**src/rtl/uart_tx_queue.sv**
```systemverilog
// uart_tx_queue: host-side FIFO in front of a UART sender. Words are launched
// one at a time through send/send_data/sent, with an idle gap after each frame
// and a watchdog that abandons a frame whose sender never reports completion.
module uart_tx_queue #(
  parameter  int DEPTH      = 8,
  parameter  int GAP_CYCLES = 2,
  parameter  int TIMEOUT    = 4096,
  localparam int ADDR_W     = $clog2(DEPTH),
  localparam int DATA_W     = 7
) (
  input  logic              clk,
  input  logic              rstN,
  input  logic              wr_en,
  input  logic [DATA_W-1:0] wr_data,
  output logic              full,
  output logic              empty,
  output logic [ADDR_W:0]   count,
  output logic              overflow,
  output logic              send,
  output logic [DATA_W-1:0] send_data,
  input  logic              sent,
  output logic              busy,
  output logic              tx_timeout
);

  // One counter serves both the completion watchdog and the idle gap.
  localparam int CNT_MAX = (TIMEOUT > GAP_CYCLES) ? TIMEOUT : GAP_CYCLES + 1;
  localparam int CNT_W   = $clog2(CNT_MAX);
  localparam logic [CNT_W-1:0] TO_LAST  = CNT_W'(TIMEOUT - 1);
  localparam logic [CNT_W-1:0] GAP_LAST = CNT_W'((GAP_CYCLES > 0) ? GAP_CYCLES - 1 : 0);
  localparam logic [ADDR_W:0]  FULL_CNT = (ADDR_W + 1)'(DEPTH);

  typedef enum logic [1:0] {IDLE, LAUNCH, WAIT, GAP} state_t;

  state_t            state, state_nxt;
  logic [DATA_W-1:0] mem [DEPTH];
  logic [ADDR_W-1:0] wr_ptr, rd_ptr;
  logic [ADDR_W:0]   count_nxt;
  logic [CNT_W-1:0]  cnt, cnt_nxt;
  logic              sent_p1;
  logic              push, pop, load, done;

  // Writes are gated by the registered full flag, so a pop in the same cycle
  // never makes room for a write that arrives while full.
  assign push = wr_en && !full;
  assign pop  = (state == LAUNCH);
  // Rising edge of sent: accepts both single-cycle pulses and held levels.
  assign done = sent && !sent_p1;

  // Occupancy after this cycle's push/pop.
  always_comb begin
    count_nxt = count;
    if (push && !pop)
      count_nxt = count + 1'b1;
    else if (!push && pop)
      count_nxt = count - 1'b1;
  end

  // Storage array: data only, holds its contents across reset.
  always_ff @(posedge clk) begin
    if (push)
      mem[wr_ptr] <= wr_data;
  end

  // Pointers, occupancy, status flags and the overflow pulse.
  always_ff @(posedge clk or negedge rstN) begin
    if (!rstN) begin
      wr_ptr   <= '0;
      rd_ptr   <= '0;
      count    <= '0;
      full     <= 1'b0;
      empty    <= 1'b1;
      overflow <= 1'b0;
    end else begin
      if (push)
        wr_ptr <= wr_ptr + 1'b1;
      if (pop)
        rd_ptr <= rd_ptr + 1'b1;
      count    <= count_nxt;
      full     <= (count_nxt == FULL_CNT);
      empty    <= (count_nxt == '0);
      overflow <= wr_en && full;
    end
  end

  // FSM state, sent edge history, shared counter and the launched word.
  always_ff @(posedge clk or negedge rstN) begin
    if (!rstN) begin
      state     <= IDLE;
      sent_p1   <= 1'b0;
      cnt       <= '0;
      send_data <= '0;
    end else begin
      state   <= state_nxt;
      sent_p1 <= sent;
      cnt     <= cnt_nxt;
      if (load)
        send_data <= mem[rd_ptr];
    end
  end

  // Next-state and outputs: launch, wait for completion or timeout, then gap.
  always_comb begin
    state_nxt  = state;
    cnt_nxt    = cnt;
    load       = 1'b0;
    send       = 1'b0;
    busy       = 1'b1;
    tx_timeout = 1'b0;
    case (state)
      IDLE: begin
        busy = 1'b0;
        if (!empty) begin
          state_nxt = LAUNCH;
          load      = 1'b1;
        end
      end
      LAUNCH: begin
        send      = 1'b1;
        state_nxt = WAIT;
        cnt_nxt   = '0;
      end
      WAIT: begin
        if (done) begin
          state_nxt = (GAP_CYCLES > 0) ? GAP : IDLE;
          cnt_nxt   = '0;
        end else if (cnt == TO_LAST) begin
          tx_timeout = 1'b1;
          state_nxt  = (GAP_CYCLES > 0) ? GAP : IDLE;
          cnt_nxt    = '0;
        end else begin
          cnt_nxt = cnt + 1'b1;
        end
      end
      GAP: begin
        if (cnt == GAP_LAST)
          state_nxt = IDLE;
        else
          cnt_nxt = cnt + 1'b1;
      end
      default: state_nxt = IDLE;
    endcase
  end

endmodule
```
**config.mk**
```make
export PLATFORM = sky130hd
export DESIGN_NAME = uart_tx_queue
export DESIGN_NICKNAME = d
export VERILOG_FILES = /design/src/rtl/uart_tx_queue.sv
export SDC_FILE = /design/constraint.sdc
export NUM_CORES = 1
export LEC_CHECK = 0
export ABC_AREA = 1
export BUFFER_PORTS_ARGS = -buffer_cell sky130_fd_sc_hd__buf_2
export CORE_ASPECT_RATIO = 1.2
export CORE_MARGIN = 2
export CORE_UTILIZATION = 54
export DETAILED_ROUTE_END_ITERATION = 8
export PLACE_DENSITY = 0.75
export SLEW_MARGIN = 15
export SYNTH_ARGS = -nofsm -noshare
export SYNTH_HDL_FRONTEND = slang
export SYNTH_SLANG_ARGS = --single-unit
```
**constraint.sdc**
```tcl
create_clock -name clk -period 1.55 [get_ports clk]
set_input_delay 0.0775 -clock clk [delete_from_list [all_inputs] [get_ports clk]]
set_output_delay 0.0775 -clock clk [all_outputs]
set_load 0.005 [all_outputs]
```
# Yosys cells after proc, flatten, opt, wreduce, memory -nomap -nowiden
# Memories as Yosys holds them, arrays and structs flattened. A register that Yosys moved wholly into a read port is not among the register bits.
# Index checks and enable logic that the tools add are counted.
[classes] addsub=5 mul=0 div_mod_pow=0 order_cmp=0 eq_ne=10 shift=0 n_mux=20 bitwise_logic=0 reduce_logical=15
[ops] cell="$mux 12" count=3
[ops] cell="$pmux 12 s3" count=1
[ops] cell="$add 12x1->12 const B" count=1
[ops] cell="$eq 12x1->1 const B" count=1
[ops] cell="$eq 12x12->1 const B" count=1
[ops] cell="$mux 1" count=9
[ops] cell="$mux 2" count=4
[ops] cell="$mux 4" count=2
[ops] cell="$pmux 2 s4" count=1
[ops] cell="$add 3x1->3 const B" count=2
[ops] cell="$ne 2x2->1 const B" count=3
[ops] cell="$logic_and 1x1->1" count=5
[ops] cell="$logic_not 1->1" count=5
[ops] cell="$add 4x1->4 const B" count=1
[ops] cell="$eq 2x2->1 const B" count=2
[ops] cell="$eq 4x4->1 const B" count=1
[ops] cell="$logic_not 4->1" count=1
[ops] cell="$sub 4x1->4 const B" count=1
[ops] cell="$ne 3x3->1 const B" count=1
[ops] cell="$reduce_and 3->1" count=1
[ops] cell="$reduce_bool 3->1" count=1
[ops] cell="$eq 2x1->1 const B" count=1
[ops] cell="$logic_not 2->1" count=1
[ops] cell="$reduce_and 2->1" count=1
[totals] register_bits=28 latch_bits=0 ram_bits=56 mem_bits_ro=0 inputBits=11 out_inout_bits=17 mem_count=1
[memory_table] name="mem" depth=8 word_bits=7 read_ports=1 rd_clocked_by_memory_dff=1 wr=1 line_no="36" source="logic [DATA_W-1:0] mem [DEPTH];"

# Longest topological paths before layout
[logic_depth] depth_word=7 ltp_mapped=11 mapped_depth_nobuf=11

# Worst setup path after synthesis
# OpenSTA, ideal clock, no wires.
[synth_path] path_kind="register -> register" startpoint="reg full" endpoint="mem mem[4][0], enable pin" setup_time_ns=0.360 t_arrival_ns=1.163 required_ns=1.190 path_slack_ns=0.026 path_stages_with_launch=5 n_path_buf=0 synth_period_minus_slack_ns=1.524 cell_sequence="dfrtp_1 > inv_1 > nand2_2 > or2_2 > nor2_1"
[synth_between] elab_chain_cells=4
[synth_lines] element="start: declaration" line_no="15" source="output logic full,"
[synth_lines] element="start signal: assignment" line_no="80" source="full <= (count_nxt == FULL_CNT);"
[synth_lines] element="$logic_not 1->1" line_no="45" source="assign push = wr_en && !full;"
[synth_lines] element="$logic_and 1x1->1" line_no="45"
[synth_lines] element="$mux 1" line_no="61" source="if (push)"
[synth_lines] element="$mux 1 (not written as such)" line_no="62" source="mem[wr_ptr] <= wr_data;"
[synth_lines] element="end: declaration" line_no="36"
# Every way passes these cells.

# Worst setup path in the final report
[layout_path] startpoint="reg cnt[5]" endpoint="out tx_timeout"
[layout_between] elab_chain_cells=4
[layout_lines] element="start: declaration" line_no="39" source="logic [CNT_W-1:0] cnt, cnt_nxt;"
[layout_lines] element="start signal: assignment" line_no="96" source="cnt <= cnt_nxt;"
[layout_lines] element="$eq 12x12->1" line_no="127" source="end else if (cnt == TO_LAST) begin"
[layout_lines] element="$mux 1" line_no="127"
[layout_lines] element="$mux 1" line_no="124" source="if (done) begin"
[layout_lines] element="$mux 1" line_no="110" source="case (state)"
[layout_lines] element="end: declaration" line_no="23" source="output logic tx_timeout"
# Every way passes these cells.

==> run summary <==
Run status: finished, violations left
Failing checks: setup timing
Synth Warn #: 0
Adder-Cell Fraction of Synth Area: 3.374%
Post-route ant nets: 0
Hold Vio Cnt, Final: 0
CP Cell Sequence: nand2_1, inv_1, nand2_1, nor2_2, nand2_2, nor3_4, buf_2
CP Capture Type: primary output
Slowest stage delay, CP: 0.45 ns
Die Ht: 99.21 um
Final Setup Violations: 13
Synthesized flop and latch total: 91
Fmax: 582.9 MHz
TritonRoute pass-1 iters: 4
Drt initial violations: 163
Worst Path Class, Setup: reg -> out
Via count: 3,058
Crit-path slowest cell: dfrtp_1
Core Box Area: 7274 um^2
Syn Nets: 412
Least-Margin Pin Slew: 0.5012 ns
Clk slew on worst S/H paths: 0.09 ns
CTS tree: done
Multiplexer share of the synthesized area: 0.2454%
Place WS: -0.07596 ns
Crit path launch type: register
Final period util: 110.7%
Routed wire length: 8958 um
CP arrival: 1.64 ns
Fin nets: 485
# diodes: 0
Remaining Overflow, GRT: 0
Crit path max fanout: 5
Final core utilization: 68.83%
Row count: 34
Worst setup margin: -0.1656 ns
Placed instance area: 4482 um^2
Clk buf depth: 2
Syn avg cell area: 10.46 um^2
PD cells: 1722 nW/um^2
Hpwl dp: 5875 um
Maxcap violations: 0
Number of global-route vias before repair: 2,947
I/O pin count: 28
Initial Utilization: 56.07%
Min-delay src: wr_data[0]
CP startpoint: cnt[5]
Final Slew Violations: 0
Leak: 2.064 nW
Maximum vdd drop: 1.045 mV
GRT Resource Usage Total: 21.60%
Buffers and inverters on the worst path: 2
Antenna violations before repair: 0
Die W: 83.34 um
Fin crit period: 1.716 ns
Via density: 5.490
Post-synthesis compound-gate area fraction: 9.877%
Relative slew slack: 66.46%
Layout cells sized above 1: 28.27%
First-pass GRT wire length: 14,010 um
I/O Buffers: 27
Delay-heaviest family, CP: simple AND/OR/NAND/NOR gates
Die area: 8268 um^2
Post-Syn Area: 4079 um^2
Synth cell types: 35
Post-synthesis xor/xnor area fraction: 1.074%
H-tree levels: 3
# DRC: 0
R2R Path Start: cnt[5]
Layout overhead on the synthesized area: 22.76%
Simple-Gate Fraction of Synth Area: 18.07%
Final Cell Area: 5007 um^2
Synth top area cells: edfxtp_1 (41%), dfrtp_1 (21%), nor2_1 (6.1%)
Clk sinks: 91
Num CTS Buffers: 9
Routability Congestion: 0.8284
Hold WC Path Type: in -> reg
Largest family of logic cells by synthesized area: simple AND/OR/NAND/NOR gates
Clock root cell: clkbuf_8
Avg WL per Cell: 16.08 um
Largest net degree at the start of global routing: 36
Worst-Skew Late Latency: 0.34 ns
Cell mode on critical path: nand2_1
Post-synth top area share: 41.23%
Syn Inst Count: 390
Worst EP required: 1.47 ns
Largest area contributor in the netlist: edfxtp_1
Sequential element share of the synthesized area: 62.73%
RSZ-0062 raised after global routing: true
Final Skew: 0.007527 ns
Fillers: 529
==> worst reg2reg max path, delay by kind of cell, from the launching register on <==
family	cells	cell delay, ns
and+or+nand+nor	7	0.67
DFF	1	0.45
buffers and inverters	3	0.37
AOI/OAI and AO/OA	1	0.05
==> final timing paths <==
check | to | slack [ns] | depth (start not counted)
max | tx_timeout | -0.17 | 7
min | mem[2][0] | 0.0004 | 1
max reg2reg | state[1] | -0.11 | 11
min reg2reg | overflow | 0.49 | 2
max in group asynchronous | empty | 1.08 | 3
min in group asynchronous | cnt[3] | 0.21 | 3
==> cell usage after synthesis <==
master     n
nor2_1    66
nand2_1   63
edfxtp_1  56
o21ai_0   44
dfrtp_1   34
inv_1     34
nand3_1   15
ha_1      11
o221ai_1  11
clkbuf_1   5
nand4_1    5
xor2_1     5
nand2_2    4
o211ai_1   4
o22ai_1    4
buf_2      3
nor3_1     3
a21oi_1    2
inv_2      2
nand3_4    2
nor2_2     2
nor3b_1    2
a21o_1     1
buf_6      1
clkbuf_2   1
clkinv_1   1
dfstp_2    1
mux2i_1    1
nand2_4    1
nand3_2    1
nor3_2     1
o21ai_1    1
o21ai_2    1
or2_1      1
or2_2      1
==> power breakdown <==
part / switching (W) / leakage (nW) / internal [W]
Clock: 0.000781 / 0.0777 / 0.000559
Combinational: 0.00224 / 1.04 / 0.00158
Sequential: 0.000346 / 0.945 / 0.00312
==> state kept, by name, summed over array words and instances (netlist names) <==
signal,flops
wr_ptr,3
count,4
empty,1
overflow,1
state,2
send_data,7
sent_p1,1
full,1
rd_ptr,3
cnt,12
mem,56
==> routing by layer <==
layer | wire, um | track usage (%) | part of all wire, % | vias to the layer above
met1 | 3749 | 26.70 | 42 | 1482
met5 | 0 | 0 | 0 | -
met2 | 4689 | 37.90 | 52 | 75
met3 | 311 | 2.988 | 3.5 | 23
li1 | - | - | - | 1478
met4 | 208 | 9.836 | 2.3 | 0
==> cell families (layout without fill, tap and decap cells) <==
family / Yosys count / count (layout)
AND/OR/NAND/NOR: 167 / 168
flip-flops: 91 / 91
AO/OA/AOI/OAI: 68 / 68
buffers and inverters: 47 / 123
adder cells (fa/ha/maj): 11 / 11
XOR/XNOR: 5 / 5
multiplexers: 1 / 1
==> cell type report <==
class	count	area, um^2	area share (%)
flip-flops and latches	91	2565	51.22
repair buffers	71	531.8	10.62
inverters	37	141.4	2.824
well taps	90	112.6	2.249
clock inverters	6	33.78	0.6747
multi-input cells	253	1499	29.94
clock buffers	9	123.9	2.474
==> per-stage QoR <==
stage | power, W | hold slack [ns] | TNS (ns) | cells
6_report | 0.008625 | 0.0003856 | -1.045 | 557
3_5_place_dp | 0.006596 | 0.05246 | -0.1231 | 521
5_1_grt | 0.009211 | 0.006133 | -2.301 | 557
2_1_floorplan | 0.005418 | -0.2181 | 0 | 390
4_1_cts | 0.008107 | 0.002944 | -0.1583 | 551
3_3_place_gp | 0.006491 | 0.05042 | 0 | 521
==> timing repair <==
| item | in CTS | in global routing |
|---|---|---|
| setup buffers | 7 | 7 |
| gates resized for setup | 9 | 51 |
| hold buffers | 7 | 0 |
| gates cloned | 1 | 0 |
| endpoints found under the hold margin | 59 | 0 |
| endpoints found under the setup margin | 6 | 31 |
| pin swaps | 9 | 17 |
==> placed cells by master (no fill, tap or decap), types with 11 or more instances in the layout <==
| master | synthesis | routed |
|---|---|---|
| nor2_1 | 66 | 57 |
| buf_2 | 3 | 27 |
| inv_1 | 34 | 28 |
| o21ai_0 | 44 | 39 |
| o221ai_1 | 11 | 11 |
| nand3_1 | 15 | 15 |
| buf_4 | 0 | 31 |
| edfxtp_1 | 56 | 56 |
| nand2_1 | 63 | 55 |
| dfrtp_1 | 34 | 29 |
Power figures use the tool's default switching activity.
